`src/rtl/regbank_2r1w.sv`:
```
`default_nettype none
//-----------------------------------------------------------------------------
// Module   : regbank_2r1w
// Purpose  : Parameterised register bank, one write port, two registered
//            read ports (1-cycle latency), out-of-range write error pulse,
//            optional hard-wired zero register 0.
// Options  : REGBANK_BYPASS_EN - when defined, a read of the address being
//            written at the same edge returns the new data (write-first);
//            otherwise it returns the old contents (read-first).
// Revision : 1.0 - initial release
//-----------------------------------------------------------------------------
module regbank_2r1w #(
   parameter int WIDTH   = 32,
   parameter int DEPTH   = 16,
   parameter int ADDR_W  = 4,
   parameter int ZERO_R0 = 0
) (
   input  logic              clk,
   input  logic              rst,
   input  logic              we,
   input  logic [ADDR_W-1:0] waddr,
   input  logic [WIDTH-1:0]  wdata,
   input  logic              re_a,
   input  logic [ADDR_W-1:0] raddr_a,
   output logic [WIDTH-1:0]  rdata_a,
   output logic              rvalid_a,
   input  logic              re_b,
   input  logic [ADDR_W-1:0] raddr_b,
   output logic [WIDTH-1:0]  rdata_b,
   output logic              rvalid_b,
   output logic              werr
);

   // One extra bit so that DEPTH == 2**ADDR_W is representable.
   localparam logic [ADDR_W:0] c_depth = (ADDR_W+1)'(DEPTH);

   logic [WIDTH-1:0] mem_q [DEPTH];
   logic [WIDTH-1:0] mem_d [DEPTH];

   logic [WIDTH-1:0] rdata_a_q, rdata_a_d;
   logic [WIDTH-1:0] rdata_b_q, rdata_b_d;
   logic             rvalid_a_q, rvalid_a_d;
   logic             rvalid_b_q, rvalid_b_d;
   logic             werr_q, werr_d;

   logic             w_in_range;
   logic             w_wr_ok;
   logic             w_rd_ok_a;
   logic             w_rd_ok_b;
   logic [WIDTH-1:0] w_word_a;
   logic [WIDTH-1:0] w_word_b;

   // Address qualification: range checks and the hard-wired zero register.
   always_comb begin
      w_in_range = ({1'b0, waddr} < c_depth);
      w_wr_ok    = we && w_in_range && !((ZERO_R0 != 0) && (waddr == '0));
      w_rd_ok_a  = ({1'b0, raddr_a} < c_depth) && !((ZERO_R0 != 0) && (raddr_a == '0));
      w_rd_ok_b  = ({1'b0, raddr_b} < c_depth) && !((ZERO_R0 != 0) && (raddr_b == '0));
      werr_d     = we && !w_in_range;
   end

   // Next register contents: a single loop over DEPTH, so any size works.
   always_comb begin
      mem_d = mem_q;
      for (int i = 0; i < DEPTH; i++) begin
         if (w_wr_ok && (waddr == ADDR_W'(i))) begin
            mem_d[i] = wdata;
         end
      end
   end

   // Read muxes for both ports, with optional same-edge write forwarding.
   always_comb begin
      w_word_a = '0;
      w_word_b = '0;
      for (int i = 0; i < DEPTH; i++) begin
         if (raddr_a == ADDR_W'(i)) w_word_a = mem_q[i];
         if (raddr_b == ADDR_W'(i)) w_word_b = mem_q[i];
      end
`ifdef REGBANK_BYPASS_EN
      if (we && (waddr == raddr_a)) w_word_a = wdata;
      if (we && (waddr == raddr_b)) w_word_b = wdata;
`endif
      // Out-of-range and zero-register reads return 0 and win over forwarding.
      if (!w_rd_ok_a) w_word_a = '0;
      if (!w_rd_ok_b) w_word_b = '0;
   end

   // Output registers: capture on request, hold data otherwise; valid follows re.
   always_comb begin
      rdata_a_d  = re_a ? w_word_a : rdata_a_q;
      rdata_b_d  = re_b ? w_word_b : rdata_b_q;
      rvalid_a_d = re_a;
      rvalid_b_d = re_b;
   end

   // State update with asynchronous clear of every register and output.
   always_ff @(posedge clk or posedge rst) begin
      if (rst) begin
         for (int i = 0; i < DEPTH; i++) begin
            mem_q[i] <= '0;
         end
         rdata_a_q  <= '0;
         rdata_b_q  <= '0;
         rvalid_a_q <= 1'b0;
         rvalid_b_q <= 1'b0;
         werr_q     <= 1'b0;
      end else begin
         mem_q      <= mem_d;
         rdata_a_q  <= rdata_a_d;
         rdata_b_q  <= rdata_b_d;
         rvalid_a_q <= rvalid_a_d;
         rvalid_b_q <= rvalid_b_d;
         werr_q     <= werr_d;
      end
   end

   assign rdata_a  = rdata_a_q;
   assign rdata_b  = rdata_b_q;
   assign rvalid_a = rvalid_a_q;
   assign rvalid_b = rvalid_b_q;
   assign werr     = werr_q;

endmodule
`default_nettype wire

```
`config.mk`:
```
export PLATFORM = sky130hd
export DESIGN_NAME = regbank_2r1w
export DESIGN_NICKNAME = d
export VERILOG_FILES = /design/src/rtl/regbank_2r1w.sv
export SDC_FILE = /design/constraint.sdc
export NUM_CORES = 1
export LEC_CHECK = 0
export BUFFER_PORTS_ARGS = -buffer_cell sky130_fd_sc_hd__buf_4
export CELL_PAD_IN_SITES_DETAIL_PLACEMENT = 0
export CELL_PAD_IN_SITES_GLOBAL_PLACEMENT = 1
export CORE_ASPECT_RATIO = 1.25
export CORE_MARGIN = 4
export CORE_UTILIZATION = 51
export CTS_CLUSTER_DIAMETER = 60
export DETAILED_ROUTE_END_ITERATION = 8
export PLACE_DENSITY_LB_ADDON = 0.1
export SLEW_MARGIN = 20
export SYNTH_ARGS = -nofsm -noshare
export SYNTH_HDL_FRONTEND = slang
export SYNTH_SLANG_ARGS = --single-unit
```
`constraint.sdc`:
```
create_clock -name clk -period 20.8 [get_ports clk]
set_clock_uncertainty 0.1 [all_clocks]
set_input_delay 3.12 -clock clk [delete_from_list [all_inputs] [get_ports clk]]
set_output_delay 3.12 -clock clk [all_outputs]
set_load 0.02 [all_outputs]
```
Word level (Yosys, flattened, before mapping)
Index checks and enable logic that the tools add are counted.

storage, ports and cells
  input port bits = 49
  register bits after elaboration = 578

cells by class
  eq/ne operators = 45
  reduce and logical (&&, ||, !) cells = 19
  muxes and demuxes = 32

operators with widths
  kind                count
  $mux 32             32
  $eq 4x4->1 const B  24
  $eq 4x3->1 const B  12
  $eq 4x2->1 const B  6
  $logic_and 1x1->1   16
  $eq 4x1->1 const B  3
  $logic_not 4->1     3

Longest topological paths before layout
  word-level depth = 17
  mapped depth = 10

Worst setup path before layout
Ideal clock, no wire load.

  kind = input to register
  from = input raddr_a[0]
  to = register rdata_a_q[3], in the netlist rdata_a[3]
  slack = 15,995 ps
  stages = 7
  arrival = 4,571 ps
  path through = buf_2 > buf_6 > mux4_2 > a22oi_1 > nor2_1 > a2111oi_0 > nor2_1

on the way
  cells in the longest elaborated chain, start to end = 17

ends and longest elaborated chain
  element                 RTL line  RTL
  start: declaration      24        input logic [ADDR_W-1:0] raddr_a,
  $logic_not 4->1         77        if (raddr_a == ADDR_W'(i)) w_word_a = mem_q[i];
  $mux 32 (15 in a row)   77
  $mux 32 (*)             77
  end signal: assignment  110       rdata_a_q <= rdata_a_d;
  end: declaration        40        logic [WIDTH-1:0] rdata_a_q, rdata_a_d;

Every way passes the cells marked *; elsewhere a longest branch is shown, timed or not.
A chain may end at the register's enable or synchronous reset.

Final worst setup path
  from = input raddr_b[1]
  to = register rdata_b_q[15], in the netlist rdata_b[15]

on the way
  cells in the longest elaborated chain, start to end = 17

ends and longest elaborated chain
  element                 RTL line  RTL
  start: declaration      28        input logic [ADDR_W-1:0] raddr_b,
  $logic_not 4->1         78        if (raddr_b == ADDR_W'(i)) w_word_b = mem_q[i];
  $mux 32 (15 in a row)   78
  $mux 32 (*)             78
  end signal: assignment  111       rdata_b_q <= rdata_b_d;
  end: declaration        41        logic [WIDTH-1:0] rdata_b_q, rdata_b_d;

Marked as above.

==> metrics.txt <==
status=finished clean; die height=about 290 µm; post-cts repair resize count=0; final count of pins violating max slew=0; CP Launch Type=primary input; RSZ-0062 raised after global routing=no; Reg2Reg Launch Point=mem_q[477]; Initial DRC Count=between 3000 and 4000; Synth Warn #=0; worst reg2reg setup slack=around 19 ns; most common cell after layout, fill and taps aside=dfrtp_1; Routed Wire Length=approximately 140000 µm; max-cap check violation count=0; Max transition margin=0.150; die span in x=232 µm; fin crit period=between 6 and 7 ns; Ports=between 100 and 150; Die ar.=0.0666 mm²; worst path required time=21.23 ns; #FFs+latches synth=slightly below 600; Design Area, Final=0.0353 mm²; initial antenna violation count=6; global-route wire length before repair=194000 µm; CORE AREA=slightly above 0.06 mm²; fill cell count=5260; worst setup path startpoint=raddr_b[1]; Worst-path clk slew=~0.060 ns; largest net degree at the start of global routing=approximately 130; number of global-route vias before repair=roughly 27000; final worst path period share=0.302; area of the multi-input gates=0.0161 mm²; Post-Syn Instances=roughly 2900; PortBufs=114; Layout area overhead=10.8%; worst hold slack=0.411 ns; Avg Inst Size Synth=approximately 11 µm²; TritonCTS buffer count=66; final setup violation count=0; total track usage=0.401; DR vias=approximately 27000; vias per cell=roughly 7.3; share of layout cells above drive strength 1=0.327; register area share after synthesis=0.453; HPWL after DPL=about 80000 µm; worst hold path type=flip-flop to flip-flop; starting density of the core=0.515; CTS tree=yes; grt ovf=0; Cell variety after synth=79; GPL Wtd Cong=roughly 0.93; dpl cell area=between 0.03 and 0.04 mm²; sequential cell area=0.0145 mm²; Leak=around 0.015 µW; Final Hold Viols=0; Final TNS setup=0 ns; Post-CTS Hold Buffers=0; most frequent cells in the layout=578 x dfrtp_1, 558 x mux2_2, 189 x a21oi_1, 189 x buf_4, 173 x o21ai_0; setup bufs post-CTS=0; Crit path arrival time=~6.7 ns; Power Density=100 mW/mm²; Sink Count=about 580; worst hold start=mem_q[396]; hold path depth=1; crit path kind=primary input to flip-flop; Primary FF master, synth=dfrtp_1; residual DRC count=0; worst skew pair latency=around 0.62 ns; CP Max Fanout=55; Mapped Area=about 0.032 mm²; H-Tree Depth=3; async set or reset register ratio after synthesis=1.00; nets=just under 3000; num rows=~100; Slew @ Worst Pin=1.27 ns; R2R depth=4; syn nets=a little under 3000; FMAX=159 MHz; Avg WL per Cell=between 30 and 40 µm; worst-case clock buffer depth=3; crit end category=flip-flop; DRT Pass-1 Iters=7; Final ANT Viol Nets=0; Peak VDD IR=around 0.000073 V; Post-synth EDFFs=0; CTS Root Cell=clkbuf_16
## synthesized netlist by cell type (all sizes together) (9+ instances only)
cell type	count	area share
a211oi	30	0.0071
a21oi	189	0.030
a221o	11	0.0035
a221oi	40	0.011
a222oi	11	0.0035
a22oi	34	0.0080
a2bb2oi	16	0.0044
a31oi	28	0.0055
and2	11	0.0022
and3	12	0.0024
buf	149	0.027
clkbuf	139	0.016
dfrtp	578	0.45
inv	16	0.0019
mux2	569	0.20
mux2i	119	0.037
mux4	31	0.022
nand2	76	0.0089
nand2b	27	0.0053
nand3	30	0.0047
nand3b	10	0.0024
nor2	148	0.018
nor2b	41	0.0080
nor3	32	0.0050
o2111ai	9	0.0025
o211ai	29	0.0068
o21ai	181	0.028
o221ai	37	0.010
o22ai	68	0.013
o311ai	14	0.0038
o32a	11	0.0035
o32ai	12	0.0033
or2	17	0.0033
or3	12	0.0024
## kinds of logic (layout without fill, tap and decap cells)
| family | Yosys count | after routing | share of synthesized area |
|---|---|---|---|
| compound gates | 815 | 815 | 0.170 |
| mux | 719 | 719 | 0.260 |
| flops | 578 | 578 | 0.453 |
| simple gates | 445 | 445 | 0.0702 |
| buf+inv | 307 | 332 | 0.0459 |
| other cells | 1 | 5 | 0.000118 |
## routing by layer
metal | vias up | wire (µm) | global-route usage | part of all wire
met5 | - | 24 | 0 | 0.00018
met4 | 4 | 10800 | 0.263 | 0.079
met3 | 566 | 14300 | 0.0942 | 0.10
met2 | 1877 | 59200 | 0.593 | 0.43
met1 | 13900 | 52000 | 0.527 | 0.38
li1 | 10800 | - | - | -
## metrics by stage
stage	worst slack (ns)	cells	total power [µW]	utilization
after detailed placement	14.10	3605	2360	0.536
after floorplan	1.41	2865	2080	-
after CTS	14.72	3721	3540	0.571
final	14.51	3726	3550	0.571
after global placement	14.14	3604	2340	0.536
after global routing	14.30	3722	3680	0.571
## registers in the layout (all words and copies together) (netlist names)
name	flops
rdata_a	32
mem_q	512
rvalid_a	1
rvalid_b	1
rdata_b	32
## critical path, stage by stage
cell and delay, ns:
buf_6 0.43, buf_4 0.63, buf_4 0.79, nand2b_1 0.24
buf_4 0.43, o21ai_0 0.13, and3_1 0.19, a2111oi_0 0.46
a221o_1 0.23
## final timing paths
kind / to
max in group asynchronous: mem_q[474]
hold / removal: mem_q[396]
min in group asynchronous: mem_q[293]
hold reg to reg: mem_q[396]
setup reg to reg: rdata_a[29]
setup / recovery: rdata_b[15]
## power breakdown
part | switching [µW] | leakage, µW | internal [µW]
combinational | 382 | 0.00657 | 379
sequential | 233 | 0.00709 | 1380
clock | 491 | 0.00105 | 689
## layout make-up
cell class | count | share of cell area
multi-input combinational | 1980 | 0.455
clock buffer | 100 | 0.0555
sequential | 578 | 0.409
clock inverter | 16 | 0.00481
tap | 832 | 0.0295
inverter | 19 | 0.00223
timing repair buffer | 197 | 0.0432
antenna | 4 | 0.000283
Note: power is estimated with default switching activity, not from simulation.
